<file path="src/rtl/key_pkg.sv">
// Shared definitions for the coin-key debouncer: per-key FSM encoding and
// helpers that derive the debounce interval and counter width.
package key_pkg;

    typedef enum logic [1:0] {
        ST_IDLE         = 2'd0,
        ST_PRESS_WAIT   = 2'd1,
        ST_PRESSED      = 2'd2,
        ST_RELEASE_WAIT = 2'd3
    } key_state_t;

    // Number of clock cycles a new level must stay stable before acceptance.
    function automatic int db_cycles(input int clk_hz, input int debounce_ms);
        return (clk_hz / 1000) * debounce_ms;
    endfunction

    // Width of the stability counter; never below one bit.
    function automatic int cnt_width(input int n);
        return (n <= 2) ? 1 : $clog2(n);
    endfunction

endpackage

</file>
<file path="src/rtl/key_filter.sv">
// One key's front end: 2-flop synchroniser, polarity normalisation and the
// debounce FSM. `press` is a combinational one-cycle event on the cycle the
// FSM accepts a press; `level` is the debounced level the FSM is entering,
// so the parent can register both on the same edge as the state update.
//
//   state           | meaning
//   ----------------+----------------------------------------------------
//   ST_IDLE         | key released and stable
//   ST_PRESS_WAIT   | pressed level seen, counting stable cycles
//   ST_PRESSED      | press accepted, key held
//   ST_RELEASE_WAIT | released level seen while pressed, counting
module key_filter
    import key_pkg::*;
#(
    parameter int DB_CYCLES      = 4,
    parameter int KEY_ACTIVE_LOW = 1
) (
    input  logic clk,
    input  logic rst,
    input  logic key_raw,
    output logic press,
    output logic level
);

    localparam int            CW       = cnt_width(DB_CYCLES);
    localparam logic [CW-1:0] CNT_LAST = CW'(DB_CYCLES - 1);
    // Raw pin value when the key is not pressed; also the synchroniser reset value.
    localparam logic          RAW_IDLE = (KEY_ACTIVE_LOW != 0);

    logic          sync1;
    logic          sync2;
    logic          s;
    key_state_t    state;
    key_state_t    state_nxt;
    logic [CW-1:0] cnt;
    logic [CW-1:0] cnt_nxt;

    // Two-flop synchroniser for the asynchronous button level.
    always_ff @(posedge clk) begin
        if (rst) begin
            sync1 <= RAW_IDLE;
            sync2 <= RAW_IDLE;
        end else begin
            sync1 <= key_raw;
            sync2 <= sync1;
        end
    end

    // Normalise so that s=1 always means pressed.
    assign s = sync2 ^ RAW_IDLE;

    // FSM state and stability counter registers.
    always_ff @(posedge clk) begin
        if (rst) begin
            state <= ST_IDLE;
            cnt   <= '0;
        end else begin
            state <= state_nxt;
            cnt   <= cnt_nxt;
        end
    end

    // Next-state, counter update and press event.
    always_comb begin
        state_nxt = state;
        cnt_nxt   = cnt;
        press     = 1'b0;
        case (state)
            ST_IDLE: begin
                if (s) begin
                    state_nxt = ST_PRESS_WAIT;
                    cnt_nxt   = '0;
                end
            end
            ST_PRESS_WAIT: begin
                if (!s) begin
                    state_nxt = ST_IDLE;
                end else if (cnt == CNT_LAST) begin
                    state_nxt = ST_PRESSED;
                    press     = 1'b1;
                end else begin
                    cnt_nxt = cnt + CW'(1);
                end
            end
            ST_PRESSED: begin
                if (!s) begin
                    state_nxt = ST_RELEASE_WAIT;
                    cnt_nxt   = '0;
                end
            end
            ST_RELEASE_WAIT: begin
                if (s) begin
                    state_nxt = ST_PRESSED;
                end else if (cnt == CNT_LAST) begin
                    state_nxt = ST_IDLE;
                end else begin
                    cnt_nxt = cnt + CW'(1);
                end
            end
            default: begin
                state_nxt = ST_IDLE;
                cnt_nxt   = '0;
            end
        endcase
    end

    // A key counts as held until its release has been confirmed.
    assign level = (state_nxt == ST_PRESSED) || (state_nxt == ST_RELEASE_WAIT);

endmodule

</file>
<file path="src/rtl/key_debounce.sv">
// Coin-key front end: one debounce filter per key, then a priority arbiter
// that serialises simultaneous presses so key_pulse is one-hot-or-zero.
// Presses that lose arbitration are parked in `pend` and issued on the
// following cycles in index order; none are lost because a single key's
// events are more than DB_CYCLES apart and DB_CYCLES >= N_KEYS.
module key_debounce
    import key_pkg::*;
#(
    parameter int CLK_HZ         = 50_000_000,
    parameter int DEBOUNCE_MS    = 20,
    parameter int N_KEYS         = 2,
    parameter int KEY_ACTIVE_LOW = 1
) (
    input  logic              clk,
    input  logic              rst,
    input  logic [N_KEYS-1:0] key_in,
    output logic [N_KEYS-1:0] key_pulse,
    output logic [N_KEYS-1:0] key_level
);

    localparam int DB_CYCLES = db_cycles(CLK_HZ, DEBOUNCE_MS);

    logic [N_KEYS-1:0] press;
    logic [N_KEYS-1:0] level_nxt;
    logic [N_KEYS-1:0] pend;
    logic [N_KEYS-1:0] pend_nxt;
    logic [N_KEYS-1:0] cand;
    logic [N_KEYS-1:0] grant;

    for (genvar g = 0; g < N_KEYS; g++) begin : g_key
        key_filter #(
            .DB_CYCLES      (DB_CYCLES),
            .KEY_ACTIVE_LOW (KEY_ACTIVE_LOW)
        ) u_filter (
            .clk     (clk),
            .rst     (rst),
            .key_raw (key_in[g]),
            .press   (press[g]),
            .level   (level_nxt[g])
        );
    end

    assign cand = press | pend;

    // Lowest-index candidate wins; the rest wait in pend.
    always_comb begin
        logic found;
        grant = '0;
        found = 1'b0;
        for (int i = 0; i < N_KEYS; i++) begin
            if (cand[i] && !found) begin
                grant[i] = 1'b1;
                found    = 1'b1;
            end
        end
        pend_nxt = cand & ~grant;
    end

    // Registered outputs and pending-press bookkeeping.
    always_ff @(posedge clk) begin
        if (rst) begin
            pend      <= '0;
            key_pulse <= '0;
            key_level <= '0;
        end else begin
            pend      <= pend_nxt;
            key_pulse <= grant;
            key_level <= level_nxt;
        end
    end

endmodule

</file>
<file path="config.mk">
export PLATFORM = sky130hd
export DESIGN_NAME = key_debounce
export DESIGN_NICKNAME = d
export VERILOG_FILES = /design/src/rtl/key_pkg.sv /design/src/rtl/key_filter.sv /design/src/rtl/key_debounce.sv
export SDC_FILE = /design/constraint.sdc
export NUM_CORES = 1
export LEC_CHECK = 0
export CAP_MARGIN = 10
export CORE_MARGIN = 5
export CORE_UTILIZATION = 45
export CTS_BUF_LIST = sky130_fd_sc_hd__clkbuf_8
export DETAILED_ROUTE_END_ITERATION = 16
export DONT_BUFFER_PORTS = 1
export MAX_ROUTING_LAYER = met4
export PLACE_DENSITY = 0.71
export SLEW_MARGIN = 20
export SYNTH_ARGS = -nofsm -noshare
export SYNTH_HDL_FRONTEND = slang
export SYNTH_SLANG_ARGS = --single-unit
</file>
<file path="constraint.sdc">
create_clock -name clk -period 2.4 [get_ports clk]
set_input_delay 0.48 -clock clk [delete_from_list [all_inputs] [get_ports clk]]
set_output_delay 0.48 -clock clk [all_outputs]
set_load 0.05 [all_outputs]
</file>
==> results of run 1 <==
==> cell families after synthesis <==
logic type,count (synthesis),synth area share (%)
AND/OR/NAND/NOR,141,30.17
AO/OA/AOI/OAI,72,18.30
flip-flops,53,41.27
buffers and inverters,20,3.893
XOR/XNOR,15,5.402
adder cells (fa/ha/maj),2,0.9731
==> final cells by class <==
cell class	count	area [µm²]	area share (%)
Clock buffer	5	68.82	2.477
Clock inverter	3	42.54	1.532
Inverter	8	30.03	1.081
Multi-Input combinational cell	230	1410	50.77
Sequential cell	53	1061	38.20
Tap cell	72	90.09	3.243
Timing Repair Buffer	10	75.07	2.703
==> synth_stat cells, types with 2 or more instances <==
cell | n | share of area, %
a211oi_1 | 3 | 0.88
a21oi_1 | 23 | 4.5
a21oi_2 | 4 | 1.4
and2_1 | 2 | 0.49
and3_1 | 2 | 0.49
buf_2 | 2 | 0.39
buf_4 | 2 | 0.58
buf_6 | 2 | 0.88
clkbuf_1 | 5 | 0.73
dfxtp_1 | 53 | 41
ha_1 | 2 | 0.97
inv_1 | 8 | 1.2
nand2_1 | 22 | 3.2
nand2b_1 | 3 | 0.73
nand3_1 | 15 | 2.9
nand4_1 | 15 | 3.6
nor2_1 | 30 | 4.4
nor3_1 | 8 | 1.6
nor4_1 | 3 | 0.73
nor4_2 | 2 | 0.97
nor4bb_1 | 3 | 1.2
o2111ai_1 | 5 | 1.7
o211ai_1 | 4 | 1.2
o21ai_0 | 13 | 2.5
o21ai_1 | 5 | 0.97
o21ai_2 | 3 | 1.0
o31ai_1 | 3 | 0.88
or2_2 | 8 | 1.9
or3_1 | 15 | 3.6
or3b_2 | 2 | 0.68
or4_1 | 5 | 1.5
xnor2_1 | 5 | 1.7
xor2_1 | 9 | 3.1
==> power breakdown <==
group / total (W) / switching, W / internal, W
registers: 0.000887 / 0.00000360 / 0.000883
logic: 0.0000448 / 0.0000267 / 0.0000181
clock network: 0.000613 / 0.000304 / 0.000309
total: 0.00154 / 0.000334 / 0.00121
==> worst max-delay path: stages, from the launching register on <==
cell,delay [ns]
dfxtp_1,0.42
ha_1,0.21
nand3_2,0.15
or4_4,0.58
o21ai_4,0.45
a21oi_1,0.08
o32ai_1,0.22
==> metal layers <==
metal	global-route usage, %	vias up
met5	-	-
met4	5.036	0
met3	3.266	8
met2	23.23	42
met1	22.26	1008
li1	-	1127
==> timing repair <==
action	4_1_cts	5_1_grt
endpoints found under the hold margin	0	0
setup buffers	0	0
hold buffers	0	0
setup endpoints to repair	0	1
==> worst max path at each step <==
stage	depth (start not counted)	from	endpoint
2_1_floorplan	8	g_key[1].u_filter.cnt[0]	g_key[1].u_filter.cnt[13]
3_5_place_dp	6	g_key[1].u_filter.cnt[0]	g_key[1].u_filter.cnt[2]
6_report	6	g_key[1].u_filter.cnt[0]	g_key[1].u_filter.cnt[2]
4_1_cts	6	g_key[1].u_filter.cnt[0]	g_key[1].u_filter.cnt[2]
5_1_grt	6	g_key[1].u_filter.cnt[0]	g_key[1].u_filter.cnt[2]
3_3_place_gp	6	g_key[1].u_filter.cnt[0]	g_key[1].u_filter.cnt[2]
==> flip-flops by register name, summed over array words and instances (netlist names) <==
name and count:
g_key.u_filter.cnt 40, g_key.u_filter.state 4, g_key.u_filter.sync1 2, g_key.u_filter.sync2 2
key_level 2, key_pulse 2, pend 1
==> stage by stage <==
stage	hold slack [ns]	worst slack [ns]	std cells	power, W
global placement	0.3946	0.2956	373	0.0009507
global route	0.2071	0.01888	381	0.001601
floorplan	0.3895	0.4116	303	0.0009463
CTS	0.2101	0.1946	381	0.001561
detailed placement	0.4076	0.1988	373	0.0009516
finish	0.2137	0.2070	381	0.001545
==> results.md, run 1 <==
- Die span in y: 85.59 µm
- # DRC: 0
- R2R Path Start: g_key[1].u_filter.cnt[0]
- Clock sink count: 53
- DPL Wire Length: 3741 µm
- Fin util: 50.14%
- Die area: 0.007326 mm²
- Number of synthesized flops with an enable pin: 0
- Critical Path AT: 2.42 ns
- First-pass GRT wire length: 9418 µm
- Input/output buffers: 0
- Routed via count: 2185
- Synth async-reset ratio: 0%
- F_max: 456.0 MHz
- Commonest non-fill, non-tap cell in the layout: dfxtp_1
- Cell Area, Synth: 0.002571 mm²
- Root Driver: clkbuf_8
- Commonest cells after routing, fill and taps aside: dfxtp_1, nor2_1, a21oi_1
- Routed vias/inst: 5.735
- Critical Path RT: 2.63 ns
- Final hold vios: 0
- Synth cell types: 50
- Pre-antenna DRT Iters: 4
- Clock Latency Late Sink: 0.31 ns
- Metal-1 WL: 2762 µm
- CTS H-tree depth: 2
- Max-Cap Viols: 0
- PostCTS Resize Cnt: 0
- Pin count of the biggest net entering global routing: 41
- Hold depth: 1
- Tot GR Track Use: 15.99%
- Routability Congestion: 0.8866
- Initial Utilization: 46.41%
- #FFs+latches synth: 53
- CTS clk-pin slew, worst paths: 0.10 ns
- Sequential fraction of the synthesis area: 41.27%
- Relative slew slack: 54.90%
- Final setup skew: 0.01429 ns
- Reg2Reg Depth: 6
- Post-route cell area: 0.002778 mm²
- Setup slack, reg-to-reg: 0.21 ns
- Worst Setup Start Kind: flop
- Final worst path period share: 91.38%
- Ys Warns: 0
- Status: completed
- Setup Crit Path Kind: flop to flop
- Fin crit period: 2.193 ns
- Static Leak: 0.8559 nW
- Hold Path Class: primary input to flop
- CP Capture Type: flop
- Clock tree buffer depth: 2
- Syn avg cell area: 8.486 µm²
- Peak VDD IR: 0.0003172 V
- Synth Instances: 303
- 1st-iter DRT viols: 99
- Final setup TNS: 0 ns
- Layout cell share with drive strength beyond 1: 13.27%
- ANT cells: 0
- Fill count: 543
- Pwr/cell area: 556.1 mW/mm²
- Worst-Margin Slew: 0.6751 ns
- Ys flop type: dfxtp_1
- Global route overflow: 0
- Area grow syn2layout: 8.029%
- Hold Crit Start: rst
- DP Area: 0.002666 mm²
- Worst Hold End: g_key[1].u_filter.cnt[14]
- RSZ-0062 raised after global routing: no
- WL/cell: 14.34 µm
- Antenna violations before repair: 0
- Core Box Area: 0.005540 mm²
- Met3 routed WL: 223 µm
- Final setup viols: 0
- Std-Cell Rows: 27
- Met2 WL: 2417 µm
- Vias in the first global route: 2041
- Reg-to-reg critical path endpoint: g_key[1].u_filter.cnt[2]
- Slew Limit Fails: 0
- Final wirelength: 5463 µm
- Top Metal Used: met4
- CP Max Fanout: 18
- CTS Buf Count: 5
- Final #Nets: 314
- Antenna-violating nets left: 0
- TritonCTS clock tree: done
- Die Span X: 85.59 µm
- Syn_nets: 309
- Top-Level Pins: 8
Note: power is estimated with default switching activity, not from simulation.
==> run 2: changes to the inputs <==
Settings changed: CORE_ASPECT_RATIO from default to 0.75, CORE_UTILIZATION 45 to 35, PLACE_DENSITY 0.71 to 0.6.
==> results.md, run 2 (synthesized netlist as in run 1, its figures left out) <==
- Status: completed
- Critical Path RT: 2.59 ns (-0.04 ns)
- Std-Cell Rows: 27 (unchanged)
- Metal-1 WL: 3134 µm (+13%)
- Root Driver: clkbuf_8
- Setup Crit Path Kind: flop to flop
- Clock Latency Late Sink: 0.30 ns (about the same)
- TritonCTS clock tree: done
- Pre-antenna DRT Iters: 4 (unchanged)
- Area grow syn2layout: 10.66%
- Met3 routed WL: 207 µm (-7.2%)
- Reg2Reg Depth: 6 (unchanged)
- Layout cell share with drive strength beyond 1: 14.70% (+1.4 points)
- # DRC: 0 (unchanged)
- Final worst path period share: 87.29% (-4.1 points)
- Final setup viols: 0 (unchanged)
- Core Box Area: 0.007263 mm² (+31%)
- Commonest cells after routing, fill and taps aside: dfxtp_1, nor2_1, a21oi_1
- F_max: 477.3 MHz (+4.7%)
- WL/cell: 13.47 µm (-6.0%)
- Worst-Margin Slew: 0.5962 ns (-0.07891 ns)
- Input/output buffers: 0 (unchanged)
- Max FFs per register: 40 (unchanged)
- Met2 WL: 2182 µm (-9.7%)
- Cells after DPL: 402 (+7.8%)
- Top Metal Used: met4
- Final Non-Filler Cells: 414 (+8.7%)
- Initial Utilization: 35.40% (-11 points)
- Vias in the first global route: 1996 (-2.2%)
- Routed via count: 2161 (-1.1%)
- Final hold vios: 0 (unchanged)
- ANT cells: 0 (unchanged)
- Relative slew slack: 60.10% (+5.2 points)
- Top reg by flops: g_key.u_filter.cnt
- CP Capture Type: flop
- Antenna violations before repair: 0 (unchanged)
- Routability Congestion: 0.8279 (-6.6%)
- Critical path launch point: g_key[0].u_filter.cnt[6]
- Biggest regs: g_key.u_filter.cnt: 40 flops, g_key.u_filter.state: 4 flops
- R2R Path Start: g_key[0].u_filter.cnt[6]
- Tot GR Track Use: 13.30% (-2.7 points)
- Worst Setup Start Kind: flop
- Critical Path AT: 2.29 ns (-0.13 ns)
- First-pass GRT wire length: 9749 µm (+3.5%)
- Clock tree buffer depth: 2 (unchanged)
- Die Span X: 109.0 µm (+27%)
- Clock sink count: 53 (unchanged)
- CTS H-tree depth: 2 (unchanged)
- CP Max Fanout: 9 (-9)
- DPL Wire Length: 3873 µm (+3.5%)
- Pwr/cell area: 518.8 mW/mm² (-6.7%)
- Static Leak: 0.8700 nW (+1.6%)
- Fill count: 761 (+40%)
- Global route overflow: 0 (unchanged)
- CTS clk-pin slew, worst paths: 0.10 ns (about the same)
- Final setup skew: 0.007851 ns (-0.006441 ns)
- Routed vias/inst: 5.220 (-9.0%)
- Fin crit period: 2.095 ns (-0.09806 ns)
- RSZ-0062 raised after global routing: no
- Setup crit end: g_key[0].u_filter.cnt[2]
- PostCTS Resize Cnt: 0 (unchanged)
- Antenna-violating nets left: 0 (unchanged)
- Top-Level Pins: 8 (unchanged)
- CTS Buf Count: 5 (unchanged)
- Setup slack, reg-to-reg: 0.31 ns (+0.10 ns)
- Reg-to-reg critical path endpoint: g_key[0].u_filter.cnt[2]
- Die span in y: 84.23 µm (-1.6%)
- Peak VDD IR: 0.0003367 V (+6.2%)
- Commonest non-fill, non-tap cell in the layout: dfxtp_1
- Final wirelength: 5578 µm (+2.1%)
- Final #Nets: 318 (+1.3%)
- 1st-iter DRT viols: 120 (+21%)
- Die area: 0.009179 mm² (+25%)
- Max-Cap Viols: 0 (unchanged)
- Hold Path Class: primary input to flop
- Slew Limit Fails: 0 (unchanged)
- Pin count of the biggest net entering global routing: 41 (unchanged)
- Final setup TNS: 0 ns (unchanged)
run 2: layout make-up:
cell class,instances,area (µm²),share of cell area (%)
tap,101,126.4,4.442
sequential,53,1061,37.29
multi-input combinational,230,1410,49.56
clock buffer,6,82.58,2.902
inverter,8,30.03,1.055
clock inverter,2,17.52,0.6157
timing repair buffer,14,117.6,4.134
run 2: repair_timing:
item	4_1_cts	5_1_grt
setup endpoints to repair	0	2
endpoints found under the hold margin	0	0
setup buffers	0	4
hold buffers	0	0
run 2: layer usage:
metal,up-vias,GRT usage (%)
li1,1127,-
met1,997,20.39
met2,32,17.11
met3,5,2.998
met4,0,3.440
met5,-,-
run 2: power breakdown:
group	internal, W	switching, W	total, W
sequential	0.000883	0.00000357	0.000887
clock	0.000240	0.000299	0.000539
combinational	0.0000222	0.0000282	0.0000504
total	0.00115	0.000331	0.00148
run 2: worst max-delay path, stage by stage, from the launching register on:
cell	delay [ns]
dfxtp_1	0.36
nor4_1	0.45
nand4_1	0.30
o31ai_1	0.46
buf_4	0.24
o211ai_1	0.09
o41ai_1	0.10
run 2: worst min-delay path by stage:
| stage | start | end | slack [ns] | cells after the start |
|---|---|---|---|---|
| after floorplan | g_key[0].u_filter.sync1 | g_key[0].u_filter.sync2 | 0.39 | 1 |
| after global placement | g_key[0].u_filter.sync1 | g_key[0].u_filter.sync2 | 0.39 | 1 |
| after detailed placement | g_key[0].u_filter.sync1 | g_key[0].u_filter.sync2 | 0.39 | 1 |
| after CTS | rst | g_key[1].u_filter.cnt[13] | 0.21 | 1 |
| after global routing | rst | g_key[1].u_filter.cnt[14] | 0.20 | 1 |
| final | rst | g_key[1].u_filter.cnt[5] | 0.24 | 1 |
run 2: stage by stage:
stage | worst slack [ns] | power [W] | instance area [µm²] | util, % | hold slack [ns]
after floorplan | 0.4116 | 0.0009463 | 2571 | - | 0.3895
after global placement | 0.2608 | 0.0009510 | 2703 | 37.21 | 0.3911
after detailed placement | 0.1893 | 0.0009513 | 2703 | 37.21 | 0.3934
after CTS | 0.1677 | 0.001498 | 2803 | 38.59 | 0.2149
after global routing | 0.02594 | 0.001546 | 2845 | 39.17 | 0.1976
final | 0.3050 | 0.001476 | 2845 | 39.17 | 0.2355
==> run 3: changes to the inputs <==
Settings changed: CORE_ASPECT_RATIO 0.75 to default, GPL_ROUTABILITY_DRIVEN from default to 0.
==> results.md, run 3 (synthesized netlist as in run 1, its figures left out) <==
- Final setup viols: 0 (unchanged)
- Area grow syn2layout: 10.75% (about the same)
- Post-route cell area: 0.002848 mm² (about the same)
- Slew Limit Fails: 0 (unchanged)
- Die Span X: 95.71 µm (-12%)
- RSZ-0062 raised after global routing: no
- Input/output buffers: 0 (unchanged)
- Die span in y: 95.71 µm (+14%)
- Top reg by flops: g_key.u_filter.cnt
- Setup slack, reg-to-reg: 0.31 ns (about the same)
- Switching Share: 24.07% (+1.6 points)
- Antenna violations before repair: 0 (unchanged)
- Max-Cap Viols: 0 (unchanged)
- Commonest cells after routing, fill and taps aside: dfxtp_1, nor2_1, a21oi_1
- Root Driver: clkbuf_8
- Peak VDD IR: 0.0003074 V (-8.7%)
- Final setup TNS: 0 ns (unchanged)
- Pre-antenna DRT Iters: 4 (unchanged)
- Setup Crit Path Kind: flop to flop
- Internal: 0.001125 W (-1.8%)
- Worst-Margin Slew: 0.6016 ns (+0.005391 ns)
- TritonCTS clock tree: done
- Final hold vios: 0 (unchanged)
- First-pass GRT wire length: 9446 µm (-3.1%)
- Layout cell share with drive strength beyond 1: 14.97% (+0.27 points)
- Tot GR Track Use: 13.19% (-0.11 points)
- DPL Wire Length: 3738 µm (-3.5%)
- Final setup skew: 0.01163 ns (+0.003780 ns)
- Clock tree buffer depth: 2 (unchanged)
- Commonest non-fill, non-tap cell in the layout: dfxtp_1
- Clock sink count: 53 (unchanged)
- Biggest regs: g_key.u_filter.cnt: 40 flops, g_key.u_filter.state: 4 flops
- Core Box Area: 0.007214 mm² (-0.67%)
- Final worst path period share: 86.96% (-0.33 points)
- F_max: 479.1 MHz (+0.38%)
- DP Area: 0.002693 mm² (-0.37%)
- CTS H-tree depth: 2 (unchanged)
- Sequential share of power: 59.8% (-0.3 points)
- Clock Latency Late Sink: 0.31 ns (about the same)
- Max FFs per register: 40 (unchanged)
- CP Max Fanout: 15 (+6)
- Global route overflow: 0 (unchanged)
- CTS clk-pin slew, worst paths: 0.11 ns (about the same)
- Post-route worst setup slack: 0.3129 ns (+0.007909 ns)
- CP Capture Type: flop
- Antenna-violating nets left: 0 (unchanged)
- Initial Utilization: 35.64% (+0.24 points)
- Critical Path AT: 2.28 ns (about the same)
- Worst Setup Start Kind: flop
- Routed via count: 2176 (+0.69%)
- Relative slew slack: 59.81% (-0.30 points)
- Switching pwr: 0.0003566 W (+7.7%)
- Final wirelength: 5463 µm (-2.1%)
- Std-Cell Rows: 31 (+15%)
- Logic pwr share: 3.4% (about the same)
- Pin count of the biggest net entering global routing: 41 (unchanged)
- Final #Nets: 319 (+0.31%)
- Pwr/cell area: 520.3 mW/mm² (+0.27%)
- Top-Level Pins: 8 (unchanged)
- CTS Buf Count: 5 (unchanged)
- 1st-iter DRT viols: 115 (-4.2%)
- Place WS: 0.1442 ns (-0.04503 ns)
- Static Leak: 0.8742 nW (+0.49%)
- Die area: 0.009160 mm² (-0.20%)
- Critical Path RT: 2.59 ns (about the same)
- Routed vias/inst: 5.269 (+0.94%)
- Status: completed
- # DRC: 0 (unchanged)
- Clock share of power: 36.7% (+0.2 points)
- Vias in the first global route: 2015 (+0.95%)
- Fin crit period: 2.087 ns (-0.007909 ns)
- Fin util: 39.47% (+0.30 points)
- Fill count: 739 (-2.9%)
- ANT cells: 0 (unchanged)
- WL/cell: 13.23 µm (-1.8%)
- PostCTS Resize Cnt: 0 (unchanged)
- Hold Path Class: primary input to flop
[run 3: changes by cell type in the layout (fill, tap and decap cells not counted), sizes merged]
cell / change
clkbuf: -1
inv: +1
buf: +1
[run 3: path summary, 6_finish.rpt]
| kind | from | to | cells after the start |
|---|---|---|---|
| setup / recovery | g_key[1].u_filter.cnt[0] | g_key[1].u_filter.cnt[10] | 7 |
| hold / removal | rst | g_key[1].u_filter.cnt[15] | 1 |
| hold reg to reg | g_key[1].u_filter.sync1 | g_key[1].u_filter.sync2 | 1 |
| setup reg to reg | g_key[1].u_filter.cnt[0] | g_key[1].u_filter.cnt[10] | 7 |
[run 3: final cells by class]
class                           count  area, µm²  share of cell area [%]
Multi-Input combinational cell    230       1410                   49.52
Sequential cell                    53       1061                   37.26
Timing Repair Buffer               15      125.1                   4.394
Tap cell                           99      123.9                   4.350
Clock buffer                        5      68.82                   2.417
Inverter                            8      30.03                   1.054
Clock inverter                      3      28.78                   1.011
[run 3: routing by layer]
metal / GRT usage (%) / vias to the layer above / routed length, µm
li1: - / 1131 / -
met4: 5.332 / 0 / 93
met3: 2.580 / 8 / 208
met2: 18.36 / 38 / 2274
met1: 18.65 / 999 / 2886
met5: - / - / 0
[run 3: what timing repair did]
action                                  4_1_cts  5_1_grt
endpoints found under the setup margin        0        6
hold buffers                                  0        0
buffers inserted                              0        6
[run 3: per-stage QoR]
stage	total power, W	hold WS, ns	std cells
5_1_grt	0.001551	0.1892	413
4_1_cts	0.001496	0.1996	407
2_1_floorplan	0.0009463	0.3895	303
3_3_place_gp	0.0009500	0.4019	399
6_report	0.001482	0.2104	413
3_5_place_dp	0.0009501	0.3966	399
[run 3: critical path, cell delays in order (launching register included)]
cell and delay, ns:
dfxtp_1 0.42, ha_1 0.23, nand3_2 0.15, or4_4 0.58, o211ai_2 0.18, buf_4 0.23
or3b_1 0.13, a21oi_1 0.07
[run 3: power groups by stage]
| stage | registers [W] | clock network, W | logic, W |
|---|---|---|---|
| 2_1_floorplan | 0.000906 | 0 | 0.0000403 |
| 3_3_place_gp | 0.000907 | 0 | 0.0000430 |
| 3_5_place_dp | 0.000907 | 0 | 0.0000432 |
| 4_1_cts | 0.000887 | 0.000566 | 0.0000433 |
| 5_1_grt | 0.000888 | 0.000608 | 0.0000555 |
| 6_report | 0.000887 | 0.000544 | 0.0000506 |
